--- src/rtl/div_pkg.sv ---
// Shared definitions for the sequential divider:
// default width and FSM state encodings.
package div_pkg;

  localparam int DIV_WIDTH = 32;

  typedef enum logic [1:0] {
    S_IDLE = 2'd0,
    S_CALC = 2'd1,
    S_DONE = 2'd2
  } div_state_t;

endpackage

--- src/rtl/sub33.sv ---
// Combinational N-bit subtractor a + ~b + 1 built from
// 4-bit carry-look-ahead groups chained group to group.
module sub33 #(
  parameter int N = 33
) (
  input  logic [N-1:0] a,
  input  logic [N-1:0] b,
  output logic [N-1:0] diff,
  output logic         borrow
);

  logic [N-1:0] w_bn;
  logic [N-1:0] w_g;
  logic [N-1:0] w_p;
  logic [N:0]   w_c;
  logic         w_gg;
  logic         w_pp;
  logic         w_cg;

  assign w_bn = ~b;
  assign w_g  = a & w_bn;
  assign w_p  = a ^ w_bn;

  // Inside a group each carry is generate/propagate
  // prefix of the group against the group carry-in.
  always_comb begin
    w_c    = '0;
    w_c[0] = 1'b1;
    w_gg   = 1'b0;
    w_pp   = 1'b1;
    w_cg   = 1'b1;
    for (int i = 0; i < N; i++) begin
      if (i % 4 == 0) begin
        w_gg = 1'b0;
        w_pp = 1'b1;
        w_cg = w_c[i];
      end
      w_gg     = w_g[i] | (w_p[i] & w_gg);
      w_pp     = w_p[i] & w_pp;
      w_c[i+1] = w_gg | (w_pp & w_cg);
    end
  end

  assign diff   = w_p ^ w_c[N-1:0];
  assign borrow = ~w_c[N];

endmodule

--- src/rtl/div32_seq.sv ---
// Unsigned restoring divider, one quotient bit per cycle,
// MSB first; the dividend register doubles as quotient.
import div_pkg::*;

module div32_seq #(
  parameter int WIDTH = DIV_WIDTH
) (
  input  logic             clk,
  input  logic             reset,
  input  logic             start,
  input  logic [WIDTH-1:0] dividend,
  input  logic [WIDTH-1:0] divisor,
  output logic             busy,
  output logic             done,
  output logic [WIDTH-1:0] quotient,
  output logic [WIDTH-1:0] remainder,
  output logic             div_by_zero
);

  localparam int CW = (WIDTH > 1) ? $clog2(WIDTH) : 1;

  div_state_t       r_state;
  logic [WIDTH-1:0] r_dvd;
  logic [WIDTH-1:0] r_dvs;
  logic [WIDTH-1:0] r_rem;
  logic [CW-1:0]    r_cnt;
  logic             r_busy;
  logic             r_done;
  logic [WIDTH-1:0] r_quo;
  logic [WIDTH-1:0] r_rmd;
  logic             r_dbz;

  logic [WIDTH:0]   w_trial;
  logic [WIDTH:0]   w_diff;
  logic             w_borrow;
  logic [WIDTH-1:0] w_next_rem;
  logic [WIDTH-1:0] w_next_quo;
  logic             w_unused;

  assign w_trial = {r_rem, r_dvd[WIDTH-1]};

  sub33 #(.N(WIDTH + 1)) u_sub (
    .a      (w_trial),
    .b      ({1'b0, r_dvs}),
    .diff   (w_diff),
    .borrow (w_borrow)
  );

  // Remainder stays below the divisor, so the top bit is always 0.
  assign w_next_rem = w_borrow ? w_trial[WIDTH-1:0]
                               : w_diff[WIDTH-1:0];
  assign w_next_quo = {r_dvd[WIDTH-2:0], ~w_borrow};
  assign w_unused   = w_diff[WIDTH];

  always_ff @(posedge clk) begin
    if (reset) begin
      r_state <= S_IDLE;
      r_dvd   <= '0;
      r_dvs   <= '0;
      r_rem   <= '0;
      r_cnt   <= '0;
      r_busy  <= 1'b0;
      r_done  <= 1'b0;
      r_quo   <= '0;
      r_rmd   <= '0;
      r_dbz   <= 1'b0;
    end else begin
      unique case (r_state)
        S_IDLE, S_DONE: begin
          r_done  <= 1'b0;
          r_state <= S_IDLE;
          if (start) begin
            if (divisor == '0) begin
              r_state <= S_DONE;
              r_done  <= 1'b1;
              r_quo   <= '1;
              r_rmd   <= dividend;
              r_dbz   <= 1'b1;
            end else begin
              r_state <= S_CALC;
              r_dvd   <= dividend;
              r_dvs   <= divisor;
              r_rem   <= '0;
              r_cnt   <= CW'(WIDTH - 1);
              r_busy  <= 1'b1;
              r_dbz   <= 1'b0;
            end
          end
        end
        S_CALC: begin
          r_rem <= w_next_rem;
          r_dvd <= w_next_quo;
          r_cnt <= r_cnt - 1'b1;
          if (r_cnt == '0) begin
            r_state <= S_DONE;
            r_busy  <= 1'b0;
            r_done  <= 1'b1;
            r_quo   <= w_next_quo;
            r_rmd   <= w_next_rem;
          end
        end
        default: r_state <= S_IDLE;
      endcase
    end
  end

  assign busy        = r_busy;
  assign done        = r_done;
  assign quotient    = r_quo;
  assign remainder   = r_rmd;
  assign div_by_zero = r_dbz;

endmodule

--- config.mk ---
export PLATFORM = sky130hd
export DESIGN_NAME = div32_seq
export DESIGN_NICKNAME = d
export VERILOG_FILES = /design/src/rtl/div_pkg.sv /design/src/rtl/sub33.sv /design/src/rtl/div32_seq.sv
export SDC_FILE = /design/constraint.sdc
export NUM_CORES = 1
export LEC_CHECK = 0
export CAP_MARGIN = 10
export CORE_AREA = 2 2 128 130
export DETAILED_ROUTE_END_ITERATION = 7
export DIE_AREA = 0 0 130 132
export MAX_ROUTING_LAYER = met4
export PLACE_DENSITY_LB_ADDON = 0.05
export SYNTH_ARGS = -nofsm -noshare
export SYNTH_HDL_FRONTEND = slang
export SYNTH_SLANG_ARGS = --single-unit
--- constraint.sdc ---
create_clock -name clk -period 4 [get_ports clk]
set_clock_uncertainty 0.15 [all_clocks]
set_input_delay 0.6 -clock clk [delete_from_list [all_inputs] [get_ports clk]]
set_output_delay 0.6 -clock clk [all_outputs]
set_load 0.03 [all_outputs]
==> results.py <==
metrics = {
    "run_status": {
        "status": "finished, final reports clean",
    },
    "sta": {
        "timing.setup.tns_ns": 0,
        "min_period_over_period_pct": 91.55,
        "final_setup_violating_endpoints": 0,
        "rsz0062_at_grt": "no",
        "tightestPinTransition_ns": 0.8512,
        "max_slew_margin_pct": 43.13,
        "fin_crit_ns": 3.662,
        "finalHoldViolations": 0,
        "max_freq_ghz": 0.2731,
        "drv_slew": 0,
    },
    "final_layout": {
        "diodes": 0,
        "fraction_of_final_layout_cells_sized_beyond_drive_strength_1_pct": 6.678,
        "num-fill-cells": 1350,
        "final_net_count": 1249,
        "syn_to_final_growth_pct": 25.47,
    },
    "yosys": {
        "dominantRegCellSynth": "dfxtp_1",
        "synth-async-reset-ratio_pct": 0,
        "synth_sequential_area_ratio_pct": 40.54,
        "postSynthRegisterBits": 170,
        "synthDistinctLibCells": 64,
        "ys.warnings.count": 0,
        "synth_fp_nets": 1146,
        "synth_enable_flop_cells": 0,
        "mappedNetlistArea_sq_mm": 0.008394,
        "postSynthCellCount": 1037,
        "synth.avg_cell_area_sq_um": 8.095,
    },
    "floorplanning": {
        "initial_core_utilization_pct": 53.42,
        "top_level_ports": 134,
        "core_sq_mm": 0.01571,
        "floorplan.rows": 46,
        "overall_die_height_microns": 132,
        "floorplan.die.width_microns": 130,
        "design.die.area_sq_mm": 0.01716,
    },
    "detailed_routing": {
        "detail_route.vias_per_cell": 5.679,
        "drt_drc_violations_left": 0,
        "routed_wirelength_mm": 23.80,
        "route.vias.total": 7774,
        "first_pass_iters": 5,
        "routed_wire_length_per_instance_microns": 17.38,
        "first_iter_violations": 634,
        "route.antenna.remaining_nets": 0,
    },
    "pwr": {
        "netSwitchingFraction_pct": 37.18,
        "leakage_uw": 0.003965,
        "combPwrFrac_pct": 40.5,
        "power.net_switching_uw": 2279,
        "worst_ir_drop_vdd_mv": 0.3360,
        "pwr-share-seq_pct": 32.1,
        "power_frac_clock_pct": 27.4,
        "power.internal_uw": 3850,
        "power_per_cell_area_mw_per_mm2": 581.8,
        "report.power.total_uw": 6128,
    },
    "critical_path": {
        "crit_path_max_fanout": 5,
        "worst-endpoint-arrival_ns": 3.80,
        "cp-end-kind": "flop",
        "startpoint_type": "flop",
        "regToRegSetupSlack_ns": 0.34,
        "crit_path_category": "reg -> reg",
        "worstPathRequired_ns": 4.14,
    },
    "clock_network": {
        "clkLatencyLatePin_ns": 0.44,
        "ctsLongestPathBuffers": 2,
        "post_cts_resized": 0,
        "cts_hold_repair.buffers": 0,
        "cts_tree": "done",
        "cts_num_sinks": 170,
        "htree_num_levels": 4,
        "cts_buffers": 17,
        "ctsRootBufferMaster": "clkbuf_16",
        "post-cts-setup-buffer-count": 0,
        "worst_setup_hold_path_clk_slew_ns": 0.07,
    },
    "global_routing": {
        "global_route.overflow_total": 0,
        "grt_antenna_before_repair": 0,
        "largest_net_degree_at_the_start_of_global_routing": 75,
        "first_global_vias": 7033,
        "grt_pass1_wl_mm": 37.59,
        "globalRouteTotalUtil_pct": 28.88,
    },
    "min_path": {
        "hold_path.class": "reg -> reg",
    },
    "placed_design": {
        "hpwlAfterDp_mm": 17.25,
        "io_buffer_count": 133,
        "gp_routability_congestion": 0.9488,
    },
    "run": {
        "max_cap_violations": 0,
    },
}
## Yosys cell counts (all sizes together), types with 12 or more instances
master | count | area (sq um)
buf | 12 | 57.55
dfxtp | 170 | 3403
nand2 | 181 | 679.4
a21o | 14 | 105.1
o21ai | 30 | 150.1
nor3 | 14 | 70.07
clkbuf | 59 | 221.5
ha | 35 | 437.9
a211oi | 47 | 352.8
nor2 | 129 | 484.2
mux2i | 14 | 140.1
inv | 47 | 176.4
a311oi | 37 | 324.1
a21oi | 94 | 470.5
xnor2 | 16 | 140.1
## layout by cell type (no fill, tap or decap), types with 4 or more instances in the layout
master | netlist | final
nand2_1 | 181 | 180
dfxtp_1 | 170 | 170
clkdlybuf4s50_1 | 0 | 132
nor2_1 | 129 | 128
a21oi_1 | 94 | 94
inv_1 | 47 | 47
a211oi_1 | 47 | 47
a311oi_1 | 37 | 37
ha_1 | 35 | 35
o21ai_0 | 30 | 30
buf_4 | 1 | 20
clkbuf_16 | 0 | 17
xnor2_1 | 16 | 16
nor3_1 | 14 | 14
a21o_1 | 14 | 14
mux2i_1 | 14 | 14
nor4_1 | 11 | 11
nand2b_1 | 10 | 9
a2bb2oi_1 | 8 | 8
o211ai_1 | 7 | 7
fa_1 | 7 | 7
nand4_1 | 6 | 6
or2_2 | 6 | 6
a2111oi_0 | 6 | 6
or3_1 | 5 | 5
xor2_1 | 5 | 5
mux2_2 | 5 | 5
a22oi_1 | 5 | 5
clkinv_4 | 0 | 5
o21a_1 | 4 | 4
o41ai_1 | 4 | 4
nand3b_1 | 4 | 4
## critical path, stage by stage, from the launching register on
cell	delay [ns]
dfxtp_1	0.33
inv_1	0.04
ha_1	0.26
or3_4	0.38
o221ai_1	0.34
a21oi_1	0.17
o41ai_1	0.50
o21bai_1	0.19
a21o_1	0.24
fa_1	0.37
xnor2_1	0.20
nand2b_1	0.07
o211ai_1	0.15
a211oi_1	0.12
## final cells by class
class	count	area [sq um]	area share, %
Sequential cell	170	3403	32.31
Timing Repair Buffer	155	1531	14.54
Tap cell	216	270.3	2.566
Clock inverter	14	166.4	1.580
Clock buffer	18	429.2	4.075
Multi-Input combinational cell	749	4556	43.25
Inverter	47	176.4	1.675
## layer usage
layer / vias up / track usage (%) / share of wire, %
met2: 254 / 43.11 / 45
met4: 0 / 10.57 / 2.7
met5: - / - / 0
met1: 3599 / 39.11 / 46
li1: 3885 / - / -
met3: 36 / 5.235 / 6.2
## metrics by stage
| step | setup slack, ns | area (sq um) | cells | hold slack, ns | util [%] |
|---|---|---|---|---|---|
| 2_1_floorplan | 0.8108 | 8394 | 1037 | 0.2863 | - |
| 3_3_place_gp | 0.5358 | 9937 | 1337 | 0.2923 | 63.24 |
| 3_5_place_dp | 0.4842 | 9937 | 1337 | 0.2980 | 63.24 |
| 4_1_cts | 0.3961 | 10530 | 1369 | 0.3070 | 67.03 |
| 5_1_grt | 0.1254 | 10530 | 1369 | 0.3262 | 67.03 |
| 6_report | 0.3382 | 10530 | 1369 | 0.3038 | 67.03 |
## flip-flops by register name, indices dropped and copies added, names as in the netlist
name	flops
quotient	32
r_dvd	32
r_dvs	32
r_rem	32
remainder	32
r_cnt	5
r_state	2
busy	1
div_by_zero	1
done	1
## power groups by stage
stage | Sequential, uW | Clock, uW | Combinational [uW]
floorplan | 2050 | 0 | 1680
global placement | 2000 | 0 | 2410
detailed placement | 2000 | 0 | 2430
CTS | 1970 | 1700 | 2460
global route | 1990 | 1760 | 2700
finish | 1970 | 1680 | 2480
## path summary, 6_finish.rpt
check | startpoint | endpoint | cells past startpoint
setup / recovery | r_dvs[3]$_SDFFE_PP0P_ | remainder[17]$_SDFFE_PP0P_ | 13
hold / removal | remainder[12]$_SDFFE_PP0P_ | remainder[12]$_SDFFE_PP0P_ | 2
setup reg to reg | r_dvs[3]$_SDFFE_PP0P_ | remainder[17]$_SDFFE_PP0P_ | 13
hold reg to reg | remainder[12]$_SDFFE_PP0P_ | remainder[12]$_SDFFE_PP0P_ | 2
## logic make-up after synthesis
| kind of cell | after synthesis | share of synthesized area, % |
|---|---|---|
| compound gates | 286 | 23.46 |
| flops | 170 | 40.54 |
| mux | 19 | 2.340 |
| buf+inv | 118 | 5.425 |
| fa+ha+maj | 42 | 6.886 |
| xor+xnor | 21 | 2.191 |
| simple gates | 381 | 19.15 |
No activity file was read; power rests on OpenSTA's default activity.
